<file path="src/rtl/vedic_seq_mult_ctrl.sv">
`default_nettype none
// +------------------------------------------------------------------------+
// | vedic_seq_mult_ctrl: sequential Urdhva Tiryagbhyam multiply controller   |
// | Rev 1.0                                                                  |
// +------------------------------------------------------------------------+
module vedic_seq_mult_ctrl #(
  parameter int WIDTH = 8,
  parameter int DIGIT = 4
) (
  input  logic               CP,
  input  logic               R,
  input  logic               start,
  input  logic [WIDTH-1:0]   a,
  input  logic [WIDTH-1:0]   b,
  output logic               ready,
  output logic               busy,
  output logic               done,
  output logic [2*WIDTH-1:0] product
);

  localparam int K  = WIDTH / DIGIT;
  localparam int CW = $clog2(2 * K);
  localparam int IW = (K > 1) ? $clog2(K) : 1;
  localparam int PW = 2 * WIDTH;
  localparam int DW = 2 * DIGIT;

  localparam logic [CW-1:0] C_LAST = CW'(2 * K - 2);
  localparam logic [CW-1:0] C_KM1  = CW'(K - 1);
  localparam logic [IW-1:0] I_KM1  = IW'(K - 1);

  localparam logic [1:0] S_IDLE = 2'd0;
  localparam logic [1:0] S_MAC  = 2'd1;
  localparam logic [1:0] S_DONE = 2'd2;

  generate
    if ((WIDTH % DIGIT) != 0 || WIDTH < DIGIT) begin : g_bad_width
      $error("vedic_seq_mult_ctrl: WIDTH must be a positive multiple of DIGIT");
    end
  endgenerate

  logic [1:0]       state;
  logic [1:0]       state_next;
  logic [WIDTH-1:0] a_reg;
  logic [WIDTH-1:0] b_reg;
  logic [PW-1:0]    acc;
  logic [CW-1:0]    c_col;
  logic [IW-1:0]    i_idx;

  logic [DIGIT-1:0] a_dig [K];
  logic [DIGIT-1:0] b_dig [K];

  generate
    for (genvar k = 0; k < K; k++) begin : g_digits
      assign a_dig[k] = a_reg[k*DIGIT +: DIGIT];
      assign b_dig[k] = b_reg[k*DIGIT +: DIGIT];
    end
  endgenerate

  logic          accept;
  logic          last_step;
  logic [IW-1:0] j_idx;
  logic [IW-1:0] i_hi;
  logic [CW-1:0] c_nx;
  logic [IW-1:0] i_lo_nx;
  logic [DW-1:0] pp;
  logic [PW-1:0] pp_shifted;
  logic [PW-1:0] acc_next;

  assign accept    = (state == S_IDLE) && start;
  assign last_step = (c_col == C_LAST);
  assign j_idx     = IW'(c_col - CW'(i_idx));
  // Column c spans i = max(0, c-K+1) .. min(c, K-1).
  assign i_hi      = (c_col > C_KM1) ? I_KM1 : c_col[IW-1:0];
  assign c_nx      = c_col + CW'(1);
  assign i_lo_nx   = (c_nx > C_KM1) ? IW'(c_nx - C_KM1) : '0;

  assign pp         = DW'(a_dig[i_idx]) * DW'(b_dig[j_idx]);
  assign pp_shifted = PW'(pp) << (int'(c_col) * DIGIT);
  assign acc_next   = acc + pp_shifted;

  always_ff @(posedge CP or posedge R) begin
    if (R) begin
      state <= S_IDLE;
    end else begin
      state <= state_next;
    end
  end

  always_comb begin
    state_next = state;
    case (state)
      S_IDLE:  if (start) state_next = S_MAC;
      S_MAC:   if (last_step) state_next = S_DONE;
      S_DONE:  state_next = S_IDLE;
      default: state_next = S_IDLE;
    endcase
  end

  always_comb begin
    ready = 1'b0;
    busy  = 1'b0;
    done  = 1'b0;
    case (state)
      S_IDLE:  ready = 1'b1;
      S_MAC:   busy  = 1'b1;
      S_DONE:  done  = 1'b1;
      default: ready = 1'b0;
    endcase
  end

  // Operand capture, crosswise accumulation and result register.
  always_ff @(posedge CP or posedge R) begin
    if (R) begin
      a_reg   <= '0;
      b_reg   <= '0;
      acc     <= '0;
      c_col   <= '0;
      i_idx   <= '0;
      product <= '0;
    end else if (accept) begin
      a_reg <= a;
      b_reg <= b;
      acc   <= '0;
      c_col <= '0;
      i_idx <= '0;
    end else if (state == S_MAC) begin
      acc <= acc_next;
      if (last_step) begin
        product <= acc_next;
      end else if (i_idx == i_hi) begin
        c_col <= c_nx;
        i_idx <= i_lo_nx;
      end else begin
        i_idx <= i_idx + IW'(1);
      end
    end
  end

endmodule
`default_nettype wire

</file>
<file path="config.mk">
export PLATFORM = sky130hd
export DESIGN_NAME = vedic_seq_mult_ctrl
export DESIGN_NICKNAME = d
export VERILOG_FILES = /design/src/rtl/vedic_seq_mult_ctrl.sv
export SDC_FILE = /design/constraint.sdc
export NUM_CORES = 1
export LEC_CHECK = 0
export ABC_AREA = 1
export CORE_MARGIN = 4
export CORE_UTILIZATION = 55
export DETAILED_ROUTE_END_ITERATION = 16
export PLACE_DENSITY = 0.87
export SLEW_MARGIN = 20
export SYNTH_ARGS = -nofsm -noshare
export SYNTH_HDL_FRONTEND = slang
export SYNTH_SLANG_ARGS = --single-unit
</file>
<file path="constraint.sdc">
create_clock -name CP -period 12.5 [get_ports CP]
set_input_delay 2.5 -clock CP [delete_from_list [all_inputs] [get_ports CP]]
set_output_delay 2.5 -clock CP [all_outputs]
set_load 0.1 [all_outputs]
</file>
==> metrics.md <==
| Metric | Value |
|---|---|
| Cell accounting for the most synthesized area | dfrtp_1 |
| CP Capture Type | output pin |
| Max FO, Critical Path | 11 |
| Sum Neg Setup Slack | 0 ps |
| Hold Path Sink | product[2] |
| Area grow syn2layout | 13.6% |
| Initial antenna violation count | 0 |
| Netlist Area Pre-Place | 3570 um2 |
| Post_cts resized | 0 |
| Hold path depth | 2 |
| Post-synth EDFFs | 0 |
| Vias in the first global route | 3058 |
| Fmax | 194 MHz |
| Die W | 88.5 um |
| Largest net degree at the start of global routing | 54 |
| Crit path kind | reg -> out |
| Worst EP required | 10000 ps |
| HP Class | reg -> reg |
| Unrepaired setup endpoints after global routing | false |
| Syn Area/Cell | about 7.6 um2 |
| CTS tree | built |
| Antenna cell count | 0 |
| Critical hold path startpoint | product[2] |
| DR vias/cell | 5.46 |
| Warnings, synthesis | 0 |
| Antenna-violating nets left | 0 |
| Total track usage | 22.1% |
| Final setup viols | 0 |
| Clock latency on the worst-skew pair | 310 ps |
| CP Launch Type | flip-flop |
| Reported max-cap violation count | 0 |
| R2r startpoint | i_idx |
| DRT Pass-1 Iters | 5 |
| Syn nets | 523 |
| Biggest regs | acc (16), product (16) |
| Asr flop ratio synth | 100% |
| Post-synthesis sequential area ratio | 37.2% |
| Nets@finish | 554 |
| Hpwl dp | slightly above 6000 um |
| Slew @ Worst Pin | 975 ps |
| Synthesis-stage register bit count | 53 |
| Total wire length | 7960 um |
| Distinct cell type count after synthesis | 39 |
| First-pass GRT wire length | 13800 um |
| Final critical-path required period | about 5200 ps |
| Top FF cell, synth | dfrtp_1 |
| Clock transition at path regs | 90 ps |
| Top post-synthesis cells by area | dfrtp_1 37%, nand2_1 15%, ha_1 10% |
| Drt wl/cell | 13.8 um |
| Top cell type's share of synthesized area | 37.2% |
| RR Endpoint | product[14] |
| Overall die height | roughly 89 um |
| Detailed Route Iter0 Violations | 210 |
| Internal reg-to-reg setup slack | between 7000 and 8000 ps |
| I/O Pins | 38 |
| Post-Syn Instances | 470 |
| Via Count | 3155 |
| CP Data Arrival Time | 2660 ps |
| Post-CTS Setup Repair Bufs | 0 |
| Pins Over Slew Limit | 0 |
| Initial core utilization | 56.5% |
| CTS Buf Count | 5 |
| Root Driver | clkbuf_8 |
| CTS sink count | 53 |
| Final Skew | 7.50 ps |
| H-Tree Depth | 2 |
| R2R cell count | 21 |
| Fin crit share | roughly two fifths |
| Clock Tree Buf Depth | 2 |
| Core outline area | between 6000 and 7000 um2 |
| Hold Vio Cnt, Final | 0 |
| Outcome | finished, final reports clean |
| Site row count | 29 |
| Slew HR | 34.8% |
| GR Overflow Total | 0 |
| RePlAce Congestion | 0.940 |
| PortBufs | 37 |
| DRC Markers | 0 |
| Hold_buf cts | 0 |
| Share of cells above drive strength 1 | 4.99% |
| Die Area | 7840 um2 |
routing by layer:
metal	GRT usage, %	vias up	share of wire (%)
met4	3.98	0	1.0
met2	36.5	89	46
met1	31.4	1484	48
li1	-	1571	-
met5	0	-	0
met3	3.17	11	5.1
cell families (layout without fill, tap and decap cells):
family                   count (synthesis)  after routing  synth area share, %
AO/OA/AOI/OAI                           69             69                 11.0
AND/OR/NAND/NOR                        236            236                 27.9
flip-flops                              53             53                 37.2
multiplexers                             1              1                0.281
XOR/XNOR                                10             10                 2.98
buffers and inverters                   67             98                 7.65
adder cells (fa/ha/maj)                 34             34                 13.0
layout make-up:
type	instances	area, um2
multi-input combinational	350	1970
sequential	53	1330
clock buffer	7	86.3
tap	77	96.3
inverter	54	204
timing repair buffer	37	370
fill	568	2260
layout by cell type (no fill, tap or decap), types with 4 or more instances in the layout:
master / count
inv_1: 51
a21oi_1: 13
nand3b_1: 4
o21ai_0: 37
ha_1: 29
xor2_1: 5
clkbuf_8: 6
nand2_1: 144
clkdlybuf4s50_1: 37
fa_1: 5
nand3_1: 35
nor2_1: 37
xnor2_1: 4
dfrtp_1: 53
o21ai_1: 4
worst max-delay path by stage:
stage	from	end	slack [ps]	cells after the start
2_1_floorplan	c_col[0]	acc[13]	7930	22
3_3_place_gp	i_idx	product[14]	7620	22
3_5_place_dp	i_idx	acc[13]	7530	21
4_1_cts	state[1]	busy	7360	4
5_1_grt	i_idx	acc[11]	7080	26
6_report	state[1]	busy	7340	4
synthesized netlist by cell type, types with 4 or more instances:
library cell and number:
fa_1 5, o21ai_1 4, ha_1 29, nand3_1 35, o21ai_0 37, a21oi_1 13, buf_2 8, inv_1 52
dfrtp_1 53, nor2_1 37, nand3b_1 4, nand2_1 144, xnor2_1 4, xor2_1 5
worst max-delay path, cell delays in order (launching register included):
cell and delay, ps:
dfrtp_1 390, inv_1 70, nand2_1 220, inv_1 440, clkdlybuf4s50_1 1220
per-stage QoR:
stage / std cells / setup WS, ps / hold WS (ps) / utilization, % / area (um2)
after global routing: 578 / 7080 / 517 / 64.2 / 4050
after detailed placement: 571 / 7530 / 467 / 62.8 / 3960
after floorplan: 470 / 7930 / 444 / - / 3570
after CTS: 578 / 7360 / 490 / 64.1 / 4050
final: 578 / 7340 / 487 / 64.2 / 4050
after global placement: 571 / 7620 / 457 / 62.8 / 3960
Power is left out: the tool's default activity adds up to more than one toggle a clock period on the data nets, which glitch-free logic cannot reach.
